## src/rtl/id_ex_stage.sv

```systemverilog
// Decode / operand-capture stage with the ID/EX pipeline register feeding the ALU.
// Resolves RAW hazards by forwarding from EX/MEM/WB or by a one-cycle load-use bubble.
module id_ex_stage #(
  parameter int BUBBLE_CNT_W = 16
) (
  input  logic                    clk,
  input  logic                    rst,
  input  logic                    id_valid,
  input  logic [31:0]             id_instr,
  output logic [4:0]              rf_rs_addr,
  output logic [4:0]              rf_rt_addr,
  input  logic [31:0]             rf_rs_data,
  input  logic [31:0]             rf_rt_data,
  input  logic [31:0]             ex_alu_result,
  input  logic                    mem_reg_write,
  input  logic [4:0]              mem_dest,
  input  logic [31:0]             mem_data,
  input  logic                    wb_reg_write,
  input  logic [4:0]              wb_dest,
  input  logic [31:0]             wb_data,
  input  logic                    flush,
  output logic                    stall,
  output logic                    ex_valid,
  output logic [31:0]             ex_instruction,
  output logic [31:0]             ex_regA,
  output logic [31:0]             ex_regB,
  output logic [4:0]              ex_dest,
  output logic                    ex_reg_write,
  output logic                    ex_mem_read,
  output logic                    ex_mem_write,
  output logic [BUBBLE_CNT_W-1:0] bubble_cnt
);

  localparam logic [5:0] OP_RTYPE = 6'h00;
  localparam logic [5:0] OP_BEQ   = 6'h04;
  localparam logic [5:0] OP_BNE   = 6'h05;
  localparam logic [5:0] OP_ADDI  = 6'h08;
  localparam logic [5:0] OP_ADDIU = 6'h09;
  localparam logic [5:0] OP_SLTI  = 6'h0A;
  localparam logic [5:0] OP_SLTIU = 6'h0B;
  localparam logic [5:0] OP_ANDI  = 6'h0C;
  localparam logic [5:0] OP_ORI   = 6'h0D;
  localparam logic [5:0] OP_XORI  = 6'h0E;
  localparam logic [5:0] OP_LW    = 6'h23;
  localparam logic [5:0] OP_SW    = 6'h2B;

  logic                    ex_valid_reg;
  logic [31:0]             ex_instruction_reg;
  logic [31:0]             ex_regA_reg;
  logic [31:0]             ex_regB_reg;
  logic [4:0]              ex_dest_reg;
  logic                    ex_reg_write_reg;
  logic                    ex_mem_read_reg;
  logic                    ex_mem_write_reg;
  logic [BUBBLE_CNT_W-1:0] bubble_cnt_reg;

  logic [5:0] opcode;
  logic [5:0] funct;
  logic [4:0] rs;
  logic [4:0] rt;
  logic [4:0] rd;

  assign opcode = id_instr[31:26];
  assign rs     = id_instr[25:21];
  assign rt     = id_instr[20:16];
  assign rd     = id_instr[15:11];
  assign funct  = id_instr[5:0];

  assign rf_rs_addr = rs;
  assign rf_rt_addr = rt;

  logic [4:0] dec_dest;
  logic       dec_write;
  logic       dec_mem_read;
  logic       dec_mem_write;
  logic       use_rs;
  logic       use_rt;
  logic       shift_fixed;
  logic       shift_var;

  always_comb begin
    dec_dest      = 5'd0;
    dec_write     = 1'b0;
    dec_mem_read  = 1'b0;
    dec_mem_write = 1'b0;
    use_rs        = 1'b1;
    use_rt        = 1'b0;
    shift_fixed   = 1'b0;
    shift_var     = 1'b0;
    case (opcode)
      OP_RTYPE: begin
        dec_dest  = rd;
        dec_write = 1'b1;
        use_rt    = 1'b1;
        case (funct)
          6'b000000, 6'b000010, 6'b000011: begin
            shift_fixed = 1'b1;
            use_rs      = 1'b0;
          end
          6'b000100, 6'b000110, 6'b000111: shift_var = 1'b1;
          default: ;
        endcase
      end
      OP_ADDI, OP_ADDIU, OP_SLTI, OP_SLTIU, OP_ANDI, OP_ORI, OP_XORI: begin
        dec_dest  = rt;
        dec_write = 1'b1;
      end
      OP_LW: begin
        dec_dest     = rt;
        dec_write    = 1'b1;
        dec_mem_read = 1'b1;
      end
      OP_SW: begin
        dec_mem_write = 1'b1;
        use_rt        = 1'b1;
      end
      OP_BEQ, OP_BNE: use_rt = 1'b1;
      default: ;
    endcase
    // Writes to $0 are architecturally discarded, so never advertise them.
    if (dec_dest == 5'd0) begin
      dec_write = 1'b0;
    end
  end

  // A load in EX has no data yet; it is only reachable from MEM next cycle.
  logic ex_fwd_ok;
  assign ex_fwd_ok = ex_valid_reg && ex_reg_write_reg && !ex_mem_read_reg;

  logic [1:0][4:0]  src_addr;
  logic [1:0][31:0] src_rf;
  logic [1:0]       src_use;

  assign src_addr = {rt, rs};
  assign src_rf   = {rf_rt_data, rf_rs_data};
  assign src_use  = {use_rt, use_rs};

  generate
    for (genvar gi = 0; gi < 2; gi++) begin : g_fwd
      logic [31:0] val;
      logic        hazard;

      always_comb begin
        val = src_rf[gi];
        if (src_addr[gi] == 5'd0) begin
          val = 32'd0;
        end else if (ex_fwd_ok && ex_dest_reg == src_addr[gi]) begin
          val = ex_alu_result;
        end else if (mem_reg_write && mem_dest == src_addr[gi]) begin
          val = mem_data;
        end else if (wb_reg_write && wb_dest == src_addr[gi]) begin
          val = wb_data;
        end
      end

      assign hazard = src_use[gi] && (src_addr[gi] == ex_dest_reg);
    end
  endgenerate

  logic [31:0] opnd_a;
  logic [31:0] opnd_b;

  assign opnd_a = (shift_fixed || shift_var) ? g_fwd[1].val : g_fwd[0].val;
  assign opnd_b = shift_fixed ? 32'd0 : (shift_var ? g_fwd[0].val : g_fwd[1].val);

  assign stall = id_valid && ex_valid_reg && ex_mem_read_reg && (ex_dest_reg != 5'd0) &&
                 (g_fwd[0].hazard || g_fwd[1].hazard) && !flush;

  always_ff @(posedge clk) begin
    if (rst) begin
      ex_valid_reg       <= 1'b0;
      ex_instruction_reg <= 32'd0;
      ex_regA_reg        <= 32'd0;
      ex_regB_reg        <= 32'd0;
      ex_dest_reg        <= 5'd0;
      ex_reg_write_reg   <= 1'b0;
      ex_mem_read_reg    <= 1'b0;
      ex_mem_write_reg   <= 1'b0;
      bubble_cnt_reg     <= '0;
    end else if (flush || stall || !id_valid) begin
      ex_valid_reg       <= 1'b0;
      ex_instruction_reg <= 32'd0;
      ex_regA_reg        <= 32'd0;
      ex_regB_reg        <= 32'd0;
      ex_dest_reg        <= 5'd0;
      ex_reg_write_reg   <= 1'b0;
      ex_mem_read_reg    <= 1'b0;
      ex_mem_write_reg   <= 1'b0;
      // Only load-use bubbles are counted; flush already has priority over stall.
      if (stall && bubble_cnt_reg != '1) begin
        bubble_cnt_reg <= bubble_cnt_reg + 1'b1;
      end
    end else begin
      ex_valid_reg       <= 1'b1;
      ex_instruction_reg <= id_instr;
      ex_regA_reg        <= opnd_a;
      ex_regB_reg        <= opnd_b;
      ex_dest_reg        <= dec_dest;
      ex_reg_write_reg   <= dec_write;
      ex_mem_read_reg    <= dec_mem_read;
      ex_mem_write_reg   <= dec_mem_write;
    end
  end

  assign ex_valid       = ex_valid_reg;
  assign ex_instruction = ex_instruction_reg;
  assign ex_regA        = ex_regA_reg;
  assign ex_regB        = ex_regB_reg;
  assign ex_dest        = ex_dest_reg;
  assign ex_reg_write   = ex_reg_write_reg;
  assign ex_mem_read    = ex_mem_read_reg;
  assign ex_mem_write   = ex_mem_write_reg;
  assign bubble_cnt     = bubble_cnt_reg;

endmodule
```

## config.mk

```make
export PLATFORM = sky130hd
export DESIGN_NAME = id_ex_stage
export DESIGN_NICKNAME = d
export VERILOG_FILES = /design/src/rtl/id_ex_stage.sv
export SDC_FILE = /design/constraint.sdc
export NUM_CORES = 1
export LEC_CHECK = 0
export CAP_MARGIN = 20
export CELL_PAD_IN_SITES_DETAIL_PLACEMENT = 1
export CELL_PAD_IN_SITES_GLOBAL_PLACEMENT = 2
export CORE_UTILIZATION = 23
export DETAILED_ROUTE_END_ITERATION = 7
export PLACE_DENSITY = 0.95
export SYNTH_ARGS = -nofsm -noshare
export SYNTH_HDL_FRONTEND = slang
export SYNTH_SLANG_ARGS = --single-unit
```

## constraint.sdc

```tcl
create_clock -name clk -period 3.3 [get_ports clk]
set_input_delay 0.495 -clock clk [delete_from_list [all_inputs] [get_ports clk]]
set_output_delay 0.495 -clock clk [all_outputs]
set_load 0.005 [all_outputs]
```

==> qor.tcl <==
set qor(grt_pass1_vias) 8121
set qor(cellLeakagePower_nw) 4.00
set qor(cts_htree_levels) 4
set qor(cap_viol_max_count) 0
set qor(synthCells) 726
set qor(final.period_utilization_pct) 96.6
set qor(ys_ff_latch) 121
set qor(globalRouteMet3Util_pct) 3.31
set qor(post_route_cells_drive_above_1_share_pct) 7.76
set qor(clkSlewWorstSetupHoldPaths_ns) 0.06
set qor(ir_drop_v) 0.000273
set qor(cts_made_buffers) 17
set qor(dr_vias_cell) 5.50
set qor(area_growth_syn_to_layout_pct) 70.1
set qor(avgRoutedWirePerCell_um) 23.8
set qor(cts_root_buf) {clkbuf_16}
set qor(die_area_um2) 28300
set qor(number_of_antenna_violations_at_the_first_check_in_global_routing) 1
set qor(worstSetupStartpointType) {input port}
set qor(place.gp.congestion) 0.853
set qor(tritoncts) {built}
set qor(critical_path_data_arrival_time_ns) 2.69
set qor(gr_overflow_total) 0
set qor(cp-end-kind) {output pin}
set qor(drt_pre_antenna_iters) 5
set qor(cts_sinks) 121
set qor(final_antenna_net_count) 0
set qor(grt.met2_usage_pct) 39.8
set qor(drc) 0
set qor(worstHoldPathType) {reg -> reg}
set qor(max_stage_delay_ns) 0.59
set qor(critical_path.cell_chain) {clkdlybuf4s50_1 > xor2_1 > nor2_1 > and4_2 > nand2_1 > a21oi_1 > clkdlybuf4s50_1}
set qor(critical_path.max_fanout) 6
set qor(finalClockSkew_ns) 0.0128
set qor(yosysUniqueCellTypes) 48
set qor(timing.critical_path.slowest_stage_cell) {clkdlybuf4s50_1}
set qor(worst_pin_slew_ns) 0.529
set qor(dp.final_hpwl_um) 22500
set qor(synth_edf_count) 0
set qor(dpl_cell_area_um2) 10200
set qor(die_x_um) 168
set qor(placement.io_buffers) 339
set qor(final-hold-violation-count) 0
set qor(num_rows) 60
set qor(ff2ff_setup_slack_ns) 0.79
set qor(slew_viol_final) 0
set qor(critical_path_buf_inv_count) 2
set qor(final.min_clock_period_ns) 3.19
set qor(track_usage_pct) 22.7
set qor(io_pins) 340
set qor(grt_setup_unrepaired) {false}
set qor(drt_iter0_markers) 634
set qor(nets) 1240
set qor(clk-insertion-delay-late_ns) 0.41
set qor(start_util_pct) 23.5
set qor(first_pass_grt_wire_length_um) 49000
set qor(routed_wirelength_um) 33000
set qor(multi_input_area_um2) 3570
set qor(sequential_cell_area_um2) 2420
set qor(max-slew-margin-rel_pct) 64.7
set qor(syn_area_um2) 6360
set qor(most_used_cell_cp) {clkdlybuf4s50_1}
set qor(async_flop_share_pct) 0
set qor(fp.coreArea_um2) 27000
set qor(die-height_um) 168
set qor(outcome) {complete, no violations}
set qor(yosys_most_used_dff) {dfxtp_1}
set qor(top_usage_layer) {met2}
set qor(synthesis.area_per_instance_um2) 8.76
set qor(fmax_ghz) 0.314
set qor(worst-endpoint-required_ns) 2.80
set qor(synth_fp_nets) 935
set qor(grtUsageMet1_pct) 28.7
set qor(cpLargestDelayFamily) {buffers and inverters}
set qor(vias) 7627
set qor(ys_seq_area_share_pct) 38.1
set qor(fillCellCount) 3083
set qor(synthesis.yosys.warnings) 0
set qor(grt_start_max_net_pins) 33
set qor(powerDensity_nw_per_um2) 380
set qor(cts_hold_repair.buffers) 0
set qor(totalNegativeSetupSlack_ns) 0
set qor(total_power_mw) 4.11
set qor(cts_max_path_buffers) 2
set qor(worstSetupPathType) {in -> out}
set qor(final_area_um2) 10800
set qor(cts_setup_buffers) 0
set qor(setup_viol) 0
==> worst min-delay path, delay by kind of cell, from the launching register on <==
kind,cells,cell delay (ns)
flip-flops,1,0.33
AO/OA/AOI/OAI,2,0.13
==> Yosys cell counts (4+ instances only) <==
| cell | number | share of area [%] |
|---|---|---|
| o22ai_1 | 64 | 6.3 |
| and3_1 | 37 | 3.6 |
| buf_2 | 5 | 0.39 |
| nor2_1 | 26 | 1.5 |
| a22oi_1 | 6 | 0.71 |
| xor2_1 | 17 | 2.3 |
| and2_1 | 34 | 3.3 |
| nor2b_1 | 7 | 0.69 |
| nor3_1 | 5 | 0.39 |
| xnor2_1 | 13 | 1.8 |
| and4_1 | 4 | 0.55 |
| mux2_2 | 5 | 0.89 |
| nand3_1 | 15 | 1.2 |
| o21ai_0 | 68 | 5.4 |
| a221oi_1 | 64 | 8.8 |
| or4_1 | 10 | 1.2 |
| o31ai_1 | 7 | 0.83 |
| buf_4 | 10 | 1.2 |
| clkbuf_1 | 64 | 3.8 |
| nor4_1 | 4 | 0.39 |
| dfxtp_1 | 121 | 38 |
| a21oi_1 | 13 | 1.0 |
| inv_1 | 5 | 0.30 |
| nand2_1 | 16 | 0.94 |
| nor3b_1 | 4 | 0.47 |
| a2bb2oi_1 | 65 | 9.0 |
==> per-layer routing <==
layer	wire length, um	part of all wire (%)
met1	14300	43
met2	16500	50
met3	1750	5.3
met4	511	1.5
met5	0	0
==> what timing repair did <==
item | 4_1_cts | 5_1_grt
endpoints found under the setup margin | 0 | 1
resized for setup | 0 | 3
endpoints found under the hold margin | 0 | 0
==> cell type report <==
class                           instances  share of cell area [%]
Tap cell                              341                    3.94
Clock buffer                           19                    4.00
Sequential cell                       121                    22.4
Timing Repair Buffer                  371                    35.1
Multi-Input combinational cell        515                    33.0
Antenna cell                            1                  0.0231
Inverter                                5                   0.174
Clock inverter                         13                    1.36
==> worst paths after layout <==
| kind | startpoint | to | cells after the start |
|---|---|---|---|
| hold / removal | bubble_cnt[9]$_SDFFE_PP0P_ | bubble_cnt[9]$_SDFFE_PP0P_ | 2 |
| hold reg to reg | bubble_cnt[9]$_SDFFE_PP0P_ | bubble_cnt[9]$_SDFFE_PP0P_ | 2 |
| setup reg to reg | ex_dest[1]$_SDFF_PP0_ | ex_mem_read$_SDFF_PP0_ | 7 |
| setup / recovery | id_instr[24] | stall | 7 |
==> cell usage in the layout (no fill, tap or decap), types with 19 or more instances in the layout <==
cell,count
a221oi_1,64
o22ai_1,64
o21ai_0,68
clkdlybuf4s50_1,339
and3_1,36
dfxtp_1,121
a2bb2oi_1,65
buf_4,19
and2_1,33
nor2_1,24
==> logic make-up after synthesis <==
logic type | Yosys count | synth area share (%)
compound gates | 296 | 33.3
simple gates | 182 | 17.0
flops | 121 | 38.1
buf+inv | 90 | 6.16
xor+xnor | 30 | 4.13
mux | 6 | 1.04
fa+ha+maj | 1 | 0.197
==> report_power, final <==
part	internal, mW	switching, mW	total (mW)	leakage, nW
logic	0.436	0.282	0.718	2.74
registers	1.50	0.0116	1.51	0.983
clock network	1.12	0.767	1.89	0.282
==> stage by stage <==
stage          std cells  utilization (%)  hold WS (ns)  worst slack, ns
2_1_floorplan        726                -         0.476            0.985
3_3_place_gp        1353             37.9         0.486            0.162
3_5_place_dp        1353             37.9         0.499            0.138
4_1_cts             1385             40.0         0.511         0.000448
5_1_grt             1386             40.0         0.544           0.0109
6_report            1386             40.0         0.506            0.114
(Power assumes the default switching activity.)
